**config.mk**
```make
export PLATFORM = sky130hd
export DESIGN_NAME = adc_scan_scheduler
export DESIGN_NICKNAME = d
export VERILOG_FILES = /design/src/rtl/adc_scan_scheduler.sv
export SDC_FILE = /design/constraint.sdc
export NUM_CORES = 1
export LEC_CHECK = 0
export CELL_PAD_IN_SITES_DETAIL_PLACEMENT = 1
export CELL_PAD_IN_SITES_GLOBAL_PLACEMENT = 2
export CORE_ASPECT_RATIO = 1.1
export CORE_MARGIN = 2
export CORE_UTILIZATION = 38
export DETAILED_ROUTE_END_ITERATION = 6
export HOLD_SLACK_MARGIN = 0.05
export PLACE_DENSITY_LB_ADDON = 0.1
export SLEW_MARGIN = 10
export SYNTH_ARGS = -nofsm -noshare
export SYNTH_HDL_FRONTEND = slang
export SYNTH_SLANG_ARGS = --single-unit
```
**constraint.sdc**
```tcl
create_clock -name CLOCK_50 -period 10.65 [get_ports CLOCK_50]
set_clock_uncertainty 0.15 [all_clocks]
set_input_delay 1.065 -clock CLOCK_50 [delete_from_list [all_inputs] [get_ports CLOCK_50]]
set_output_delay 1.065 -clock CLOCK_50 [all_outputs]
set_load 0.02 [all_outputs]
```
**src/rtl/adc_scan_scheduler.sv**
```systemverilog
// Scan scheduler for an 8-channel 12-bit SPI ADC: round-robin plus priority
// channel selection, SPI framing and per-channel result registers.
module adc_scan_scheduler #(
    parameter int unsigned CLK_DIV      = 25,
    parameter int unsigned QUIET_HALVES = 2
) (
    input  logic             CLOCK_50,
    input  logic             reset_n,
    input  logic             run,
    input  logic [7:0]       ch_enable,
    input  logic [7:0]       prio_req,
    output logic             ADC_CS_N,
    output logic             ADC_SCLK,
    output logic             ADC_SADDR,
    input  logic             ADC_SDAT,
    output logic             sample_valid,
    output logic [2:0]       sample_ch,
    output logic [11:0]      sample_data,
    output logic [7:0][11:0] adc_data,
    output logic             busy
);

    localparam int unsigned QUIET_CYC = (QUIET_HALVES * CLK_DIV > 0) ? QUIET_HALVES * CLK_DIV : 1;
    localparam int unsigned MAX_CNT   = (QUIET_CYC > CLK_DIV) ? QUIET_CYC : CLK_DIV;
    localparam int unsigned CNT_W     = (MAX_CNT > 1) ? $clog2(MAX_CNT) : 1;

    typedef enum logic [2:0] {
        IDLE,
        CS_SETUP,
        SHIFT_LOW,
        SHIFT_HIGH,
        QUIET
    } state_t;

    state_t            state, state_nxt;
    logic [CNT_W-1:0]  cnt;
    logic [3:0]        bit_cnt;
    logic [15:0]       cmd_sr;
    logic [11:0]       shreg;
    logic [7:0]        pend;
    logic [2:0]        rr_ptr;
    logic [2:0]        cur_ch;
    logic              cur_grant;
    logic [2:0]        pending_ch;
    logic              pending_want;

    logic              div_done, quiet_done, need_frame;
    logic              start, fall, rise, frame_end, next_bit;
    logic              prio_hit, rr_hit, sel_grant;
    logic [2:0]        prio_idx, rr_idx, rr_cand, sel_ch;
    logic [7:0]        prio_clr;
    logic              cs_low_nxt;

    assign div_done   = (cnt == CNT_W'(CLK_DIV - 1));
    assign quiet_done = (cnt == CNT_W'(QUIET_CYC - 1));
    assign need_frame = run && ((pend != 8'd0) || (ch_enable != 8'd0) || pending_want);

    // Channel choice: lowest pending priority, else next enabled after rr_ptr, else repeat.
    always_comb begin
        prio_hit = (pend != 8'd0);
        prio_idx = 3'd0;
        for (int i = 7; i >= 0; i--) begin
            if (pend[i]) prio_idx = 3'(i);
        end
        rr_hit  = 1'b0;
        rr_idx  = rr_ptr;
        rr_cand = 3'd0;
        for (int k = 1; k <= 8; k++) begin
            rr_cand = rr_ptr + 3'(k);
            if (!rr_hit && ch_enable[rr_cand]) begin
                rr_hit = 1'b1;
                rr_idx = rr_cand;
            end
        end
        if (prio_hit) begin
            sel_ch    = prio_idx;
            sel_grant = 1'b1;
        end else if (rr_hit) begin
            sel_ch    = rr_idx;
            sel_grant = 1'b1;
        end else begin
            sel_ch    = pending_ch;
            sel_grant = 1'b0;
        end
        prio_clr = (start && prio_hit) ? (8'd1 << prio_idx) : 8'd0;
    end

    // Next-state and frame event decode.
    always_comb begin
        state_nxt = state;
        start     = 1'b0;
        fall      = 1'b0;
        rise      = 1'b0;
        frame_end = 1'b0;
        next_bit  = 1'b0;
        case (state)
            IDLE: begin
                if (need_frame) begin
                    state_nxt = CS_SETUP;
                    start     = 1'b1;
                end
            end
            CS_SETUP: begin
                if (div_done) begin
                    state_nxt = SHIFT_LOW;
                    fall      = 1'b1;
                end
            end
            SHIFT_LOW: begin
                if (div_done) begin
                    state_nxt = SHIFT_HIGH;
                    rise      = 1'b1;
                end
            end
            SHIFT_HIGH: begin
                if (div_done) begin
                    if (bit_cnt == 4'd15) begin
                        state_nxt = QUIET;
                        frame_end = 1'b1;
                    end else begin
                        state_nxt = SHIFT_LOW;
                        fall      = 1'b1;
                        next_bit  = 1'b1;
                    end
                end
            end
            QUIET: begin
                if (quiet_done) begin
                    if (need_frame) begin
                        state_nxt = CS_SETUP;
                        start     = 1'b1;
                    end else begin
                        state_nxt = IDLE;
                    end
                end
            end
            default: state_nxt = IDLE;
        endcase
        cs_low_nxt = (state_nxt == CS_SETUP) || (state_nxt == SHIFT_LOW) || (state_nxt == SHIFT_HIGH);
    end

    always_ff @(posedge CLOCK_50 or negedge reset_n) begin
        if (!reset_n) begin
            state <= IDLE;
            cnt   <= '0;
        end else begin
            state <= state_nxt;
            cnt   <= ((state_nxt != state) || (state == IDLE)) ? '0 : cnt + CNT_W'(1);
        end
    end

    // SPI pins, shift registers, selection bookkeeping and results.
    always_ff @(posedge CLOCK_50 or negedge reset_n) begin
        if (!reset_n) begin
            ADC_CS_N     <= 1'b1;
            ADC_SCLK     <= 1'b1;
            ADC_SADDR    <= 1'b0;
            busy         <= 1'b0;
            sample_valid <= 1'b0;
            sample_ch    <= 3'd0;
            sample_data  <= 12'd0;
            adc_data     <= '0;
            bit_cnt      <= 4'd0;
            cmd_sr       <= 16'd0;
            shreg        <= 12'd0;
            pend         <= 8'd0;
            rr_ptr       <= 3'd7;
            cur_ch       <= 3'd0;
            cur_grant    <= 1'b0;
            pending_ch   <= 3'd0;
            pending_want <= 1'b0;
        end else begin
            ADC_CS_N     <= !cs_low_nxt;
            ADC_SCLK     <= (state_nxt != SHIFT_LOW);
            busy         <= (state_nxt != IDLE);
            sample_valid <= 1'b0;
            // A request arriving with the grant-clear of the same bit wins.
            pend         <= (pend & ~prio_clr) | prio_req;
            if (start) begin
                cur_ch    <= sel_ch;
                cur_grant <= sel_grant;
                cmd_sr    <= {2'b00, sel_ch, 11'd0};
                bit_cnt   <= 4'd0;
                if (!prio_hit && rr_hit) rr_ptr <= rr_idx;
            end
            if (fall) begin
                ADC_SADDR <= cmd_sr[15];
                cmd_sr    <= {cmd_sr[14:0], 1'b0};
            end
            if (next_bit) bit_cnt <= bit_cnt + 4'd1;
            if (rise && (bit_cnt >= 4'd4)) shreg <= {shreg[10:0], ADC_SDAT};
            // Data of this frame belongs to the address sent in the previous one.
            if (frame_end) begin
                if (pending_want) begin
                    sample_valid         <= 1'b1;
                    sample_ch            <= pending_ch;
                    sample_data          <= shreg;
                    adc_data[pending_ch] <= shreg;
                end
                pending_ch   <= cur_ch;
                pending_want <= cur_grant;
            end
        end
    end

endmodule

```
; ---- Word-level counts from Yosys, hierarchy flattened
; Index checks and enable logic that the tools add are counted.
[totals]
reg_bits = 176
in_bits = 20
[op_classes]
addsub = 9
order_cmp = 11
n_eq_ne = 12
shifts = 1
mux = 75
n_bitwise = 3
n_reduce_logical = 34
[ops]
columns = cell, count
row1 = $bwmux W96, 1
row2 = $mux W3, 24
row3 = $demux W12 S3, 1
row4 = $lt A3 B4 Y1 const B, 9
row5 = $mux W16, 2
row6 = $mux W1, 31
row7 = $bmux W1 S3, 8
row8 = $reduce_bool A8 Y1, 2
row9 = $pmux W3 S5, 1
row10 = $add A3 B3 Y3 const B, 4
row11 = $eq A3 B2 Y1 const B, 4
row12 = $logic_and A1 B1 Y1, 12
row13 = $mux W12, 1
row14 = $logic_not A1 Y1, 9
row15 = $and A8 B8 Y8, 1
row16 = $mux W4, 2
row17 = $mux W8, 1
row18 = $not A8 Y8, 1
row19 = $or A8 B8 Y8, 1
row20 = $shl A1 B3 Y8 const A, 1
row21 = $add A3 B2 Y3 const B, 2
row22 = $add A6 B1 Y6 const B, 1
row23 = $eq A3 B1 Y1 const B, 2
row24 = $eq A6 B5 Y1 const B, 1
row25 = other kinds (16), 23

; ---- Longest topological paths before layout
[depth]
depth_word = 29
ltp_mapped = 12
ltp_nobuf = 9

; ---- Worst setup path after synthesis
; OpenSTA, ideal clock, no wires.
[synth_path]
path_type = reg2reg
startpoint = register rr_ptr[0]
endpoint = register cmd_sr[12]
setup_ns = 0.070
arrival_ns = 3.172
required_time_ns = 10.430
setup_slack_ns = 7.259
path_stages_with_launch = 13
synth_period_minus_slack_ns = 3.391
path_cell_list = dfstp_2 -> buf_6 -> buf_2 -> inv_1 -> ha_1 -> clkbuf_1 -> mux4_2 -> nand2_1 -> o21ai_0 -> a31o_1 -> o211a_1 -> or4_4 -> nand3_1
[synth_via]
elab_chain_len = 29
[synth_lines]
columns = item, line_no
row1 = from (decl), 41  ; logic [2:0] rr_ptr;
row2 = from (signal assigned), 184  ; if (!prio_hit && rr_hit) rr_ptr <= rr_idx;
row3 = $add A3 B1 Y3, 69  ; rr_cand = rr_ptr + 3'(k);
row4 = $bmux W1 S3, 70  ; if (!rr_hit && ch_enable[rr_cand]) begin
row5 = $mux W1 (not written as such), 70
row6 = $mux W1, 70
row7 = $logic_not A1 Y1, 70
row8 = $logic_and A1 B1 Y1, 70
row9 = $mux W1, 70
row10 = $logic_not A1 Y1, 70
row11 = [... 13 more ...], -
row12 = $mux W1, 70
row13 = $logic_not A1 Y1, 70
row14 = $logic_and A1 B1 Y1, 70
row15 = $mux W3 / $mux W1 (equally long branches), 70
row16 = $mux W3 *, 78  ; end else if (rr_hit) begin
row17 = $mux W3 *, 75  ; if (prio_hit) begin
row18 = $mux W16 *, 179  ; if (start) begin
row19 = $mux W16 *, 186  ; if (fall) begin
row20 = to (signal assigned), 182  ; cmd_sr <= {2'b00, sel_ch, 11'd0};
row21 = to (signal assigned), 188  ; cmd_sr <= {cmd_sr[14:0], 1'b0};
row22 = to (decl), 38  ; logic [15:0] cmd_sr;
; Every way passes the cells marked *; elsewhere a longest branch is shown, timed or not. The select of a mux whose other input is x is not followed.
; A chain may end at the register's enable or synchronous reset.

; ---- Final worst setup path
[layout_path]
startpoint = register rr_ptr[0]
endpoint = register rr_ptr[1]
[layout_via]
elab_chain_len = 27
[layout_lines]
columns = item, line_no
row1 = $add A3 B1 Y3, 69
row2 = $bmux W1 S3, 70
row3 = $mux W1 (not written as such), 70
row4 = $mux W1, 70
row5 = $logic_not A1 Y1, 70
row6 = $logic_and A1 B1 Y1, 70
row7 = $mux W1, 70
row8 = $logic_not A1 Y1, 70
row9 = [... 11 more ...], -
row10 = $logic_not A1 Y1, 70
row11 = $logic_and A1 B1 Y1, 70
row12 = $mux W1, 70
row13 = $logic_not A1 Y1, 70
row14 = $logic_and A1 B1 Y1, 70
row15 = $mux W1, 70
row16 = $logic_and A1 B1 Y1, 184
row17 = $reduce_and A2 Y1 (no source line), -
; Several ways; a longest one is shown, not always the timed one. The select of a mux whose other input is x is not followed.

==> flow_summary.rst <==
.. list-table::
   :header-rows: 1

   * - Metric
     - Value
   * - Result of the run
     - complete, no violations
   * - Post-CTS Setup Bufs
     - 0
   * - Number of hold-slack violations in the final timing report
     - 0
   * - Post-synth EDFFs
     - 0
   * - Cell Area, Synth
     - 7520 um2
   * - Share of the yosys chip area belonging to registers
     - 55.0%
   * - Startpoint type of the worst setup path
     - flop
   * - Class of the most critical setup path
     - flop to flop
   * - Path type of the worst min-delay path
     - flop to flop
   * - Clock Tree Root
     - sky130_fd_sc_hd__clkbuf_16
   * - Initial antenna violation count
     - 0
   * - DIE AREA
     - 20900 um2
   * - Share of total power in the clock network
     - 48.8%
   * - Maximum number of pins on one net before global-route repair
     - 97
   * - Length in cells of the worst reg-to-reg path
     - 8
   * - DIE WIDTH
     - 138 um
   * - Prevailing post-synth register cell
     - sky130_fd_sc_hd__dfrtp_1
   * - Area of the core
     - 19200 um2
   * - Final Max Tran Viols
     - 0
   * - Maximum vdd ir drop
     - 0.100 mV
   * - Placement row count
     - 53
   * - Number of unique standard cell types used by synthesis
     - 59
   * - Maximum fanout encountered on the critical timing path
     - 18
   * - Internal cell power
     - 1020 uW
   * - Clock sink total
     - 165
   * - Stages on the worst setup path
     - 8
   * - Maximum single-stage delay on the critical path
     - 0.82 ns
   * - Port Buf Inserts
     - 135
   * - Sum of net half-perimeters after detailed placement
     - 13500 um
   * - Flop and latch count out of synthesis
     - 165
   * - Total number of nets in the final design
     - 763
   * - GRT Overall Usage
     - 18.8%
   * - Unrepaired setup endpoints after global routing
     - false
   * - Number of buffers on the longest clock path
     - 2
   * - Synthesized netlist cell count
     - 614
   * - Share of flip-flops with an asynchronous set or reset after synthesis
     - 100%
   * - Switching share of power
     - 21.8%
   * - Max cap viols
     - 0
   * - Top cell family by delay on the critical path
     - simple AND/OR/NAND/NOR gates
   * - Fin util
     - 50.3%
   * - Wire length per cell
     - 18.9 um
   * - DRC violations left
     - 0
   * - Worst-path cell chain
     - inv_1 -> ha_1 -> mux4_2 -> nor2_2 -> o221ai_1 -> o211a_1 -> or4_1 -> nand3_1
   * - Arrival time of the worst setup path
     - 3.94 ns
   * - Drt first-iter violations
     - 153
   * - Hold Worst Slack
     - 0.326 ns
   * - Worst endpoint required time
     - 10.86 ns
   * - Clock edge transition at the registers on the reported setup and hold paths
     - 0.07 ns
   * - Congestion Overflow GR
     - 0
   * - Post-route non-filler standard cell count
     - 996
   * - Cell leakage power
     - 0.00455 uW
   * - Maximum clock rate
     - 0.268 GHz
   * - First-pass GRT wire length
     - 30800 um
   * - Most frequent cells in the layout
     - sky130_fd_sc_hd__dfrtp_1, sky130_fd_sc_hd__clkdlybuf4s50_1, sky130_fd_sc_hd__mux2_1
   * - Top-level I/O count
     - 136
   * - Total instance count after detailed placement
     - 965
   * - Count of cells along the worst hold path
     - 2
   * - Synthesized Nets
     - 640
   * - Number of vias after detailed routing
     - 5210
   * - Total of warnings raised by yosys
     - 0
   * - Combinational group share of total power
     - 2.9%
   * - Max transition margin
     - 27.9%
   * - Power density over the cells
     - 134 nW/um2
   * - Mean post-synth cell area
     - 12.2 um2
   * - Resized cells post-CTS
     - 0
   * - Worst slew pin tran
     - 1.08 ns
   * - Sum of buffers and inverters on the critical path
     - 1
   * - Total net switching power
     - 283 uW
   * - Post-route minimum period
     - 3.73 ns
   * - Starting utilization of the core area
     - 39.1%
   * - Final weighted congestion in routability-driven placement
     - 0.815
   * - Vias in the first global route
     - 5644
   * - Sort of element at the end of the critical path
     - flop
   * - Final Power
     - 1300 uW
   * - Die Ht
     - 152 um
   * - Clock latency at the later pin of the worst-skew pair
     - 0.42 ns
   * - Antenna viol nets, final
     - 0
   * - Standard cell with the maximum stage delay on the critical path
     - sky130_fd_sc_hd__dfstp_2
   * - Number of antenna cells inserted
     - 0
   * - Detailed-route wire length
     - 18800 um
   * - Maximum level of the CTS H-tree
     - 4
   * - Num CTS Buffers
     - 17
   * - Layout overhead on the synthesized area
     - 28.7%
   * - Drt pass-1 iters
     - 4
   * - Most common library cell in the layout ignoring fill and taps
     - sky130_fd_sc_hd__dfrtp_1
   * - Setup TNS Final
     - 0 ns
   * - Final number of setup-violating endpoints
     - 0
   * - Layout cell share with drive strength beyond 1
     - 10.1%
   * - CTS tree
     - built
   * - DR vias/cell
     - 5.23
   * - Count of hold buffers inserted by post-cts repair
     - 0
   * - Share of the clock period used by the worst path after layout
     - 35.0%
   * - Reg power frac
     - 48.2%
[cell usage after synthesis, types with 3 or more instances]
master | number | area, um2
sky130_fd_sc_hd__o211ai_1 | 4 | 30.0
sky130_fd_sc_hd__nand3_1 | 21 | 105
sky130_fd_sc_hd__o21ai_1 | 5 | 25.0
sky130_fd_sc_hd__buf_2 | 7 | 35.0
sky130_fd_sc_hd__o22ai_1 | 4 | 25.0
sky130_fd_sc_hd__a221oi_1 | 3 | 26.3
sky130_fd_sc_hd__mux4_2 | 10 | 225
sky130_fd_sc_hd__nand4_1 | 3 | 18.8
sky130_fd_sc_hd__mux2_2 | 12 | 135
sky130_fd_sc_hd__mux2i_1 | 5 | 50.1
sky130_fd_sc_hd__o31ai_1 | 5 | 37.5
sky130_fd_sc_hd__inv_1 | 14 | 52.6
sky130_fd_sc_hd__clkbuf_1 | 22 | 82.6
sky130_fd_sc_hd__nor4_1 | 6 | 37.5
sky130_fd_sc_hd__dfstp_2 | 5 | 131
sky130_fd_sc_hd__and2_1 | 3 | 18.8
sky130_fd_sc_hd__nand2b_1 | 9 | 56.3
sky130_fd_sc_hd__and3_1 | 3 | 18.8
sky130_fd_sc_hd__nor4b_4 | 4 | 95.1
sky130_fd_sc_hd__dfrtp_1 | 160 | 4000
sky130_fd_sc_hd__o21ai_0 | 16 | 80.1
sky130_fd_sc_hd__mux2_1 | 107 | 1200
sky130_fd_sc_hd__xnor2_1 | 7 | 61.3
sky130_fd_sc_hd__a21o_1 | 6 | 45.0
sky130_fd_sc_hd__nor2_1 | 24 | 90.1
sky130_fd_sc_hd__nor2b_1 | 4 | 25.0
sky130_fd_sc_hd__buf_4 | 5 | 37.5
sky130_fd_sc_hd__ha_1 | 6 | 75.1
sky130_fd_sc_hd__a21oi_1 | 12 | 60.1
sky130_fd_sc_hd__nand2_1 | 85 | 319
[worst reg2reg max path, stage by stage (launching register included)]
cell	delay (ns)
sky130_fd_sc_hd__dfstp_2	0.82
sky130_fd_sc_hd__inv_1	0.19
sky130_fd_sc_hd__ha_1	0.64
sky130_fd_sc_hd__mux4_2	0.62
sky130_fd_sc_hd__nor2_2	0.22
sky130_fd_sc_hd__o221ai_1	0.16
sky130_fd_sc_hd__o211a_1	0.25
sky130_fd_sc_hd__or4_1	0.52
sky130_fd_sc_hd__nand3_1	0.10
[per-stage QoR]
stage / setup WS (ns) / instance area (um2)
floorplan: 7.26 / 7520
global placement: 6.82 / 9060
detailed placement: 6.75 / 9060
CTS: 6.89 / 9670
global route: 6.72 / 9670
finish: 6.92 / 9670
[cells by family (layout without fill, tap and decap cells)]
group | count (synthesis) | count (layout) | share of synthesized area [%]
fa+ha+maj | 6 | 6 | 0.999
compound gates | 69 | 69 | 5.98
flops | 165 | 165 | 55.0
mux | 135 | 135 | 21.7
simple gates | 180 | 180 | 12.3
xor+xnor | 9 | 9 | 1.05
buf+inv | 50 | 185 | 2.96
[routing by layer]
metal  global-route usage (%)  routed length (um)  up-vias
li1                         -                   -     2419
met1                     22.7                8070     2667
met2                     34.6                9930      112
met3                     3.30                 557       12
met4                     5.61                 250        0
met5                        0                   0        -
[worst paths after layout]
| path | start | to | slack (ns) |
|---|---|---|---|
| min | sample_ch[2]$_DFFE_PN0P_ | sample_ch[2]$_DFFE_PN0P_ | 0.33 |
| min in group asynchronous | reset_n | adc_data[77]$_DFFE_PN0P_ | 0.55 |
| max | rr_ptr[0]$_DFFE_PN1P_ | rr_ptr[1]$_DFFE_PN1P_ | 6.92 |
| max in group asynchronous | reset_n | adc_data[8]$_DFFE_PN0P_ | 8.34 |
| max reg2reg | rr_ptr[0]$_DFFE_PN1P_ | rr_ptr[1]$_DFFE_PN1P_ | 6.92 |
| min reg2reg | sample_ch[2]$_DFFE_PN0P_ | sample_ch[2]$_DFFE_PN0P_ | 0.33 |
[flip-flops by register name, summed over array words and instances (netlist names)]
register / cells
rr_ptr: 3
pending_want: 1
state: 3
sample_ch: 3
cur_ch: 3
busy: 1
ADC_SCLK: 1
pending_ch: 3
cmd_sr: 5
adc_data: 96
bit_cnt: 4
cnt: 6
cur_grant: 1
ADC_SADDR: 1
sample_data: 12
shreg: 12
sample_valid: 1
ADC_CS_N: 1
pend: 8
[power by group through the flow]
stage / Clock, uW / Sequential (uW) / Combinational [uW]
5_1_grt: 676 / 626 / 43.0
3_5_place_dp: 0 / 638 / 39.2
2_1_floorplan: 0 / 639 / 13.4
3_3_place_gp: 0 / 638 / 37.9
6_report: 634 / 627 / 38.2
4_1_cts: 651 / 627 / 39.3
[area by class of cell]
cell class | count | area, um2
Multi-Input combinational cell | 399 | 3170
Clock buffer | 17 | 425
Sequential cell | 165 | 4140
Inverter | 14 | 52.6
Fill cell | 2000 | 9560
Tap cell | 247 | 309
Clock inverter | 14 | 188
Timing Repair Buffer | 140 | 1390
Note: power is estimated with default switching activity, not from simulation.
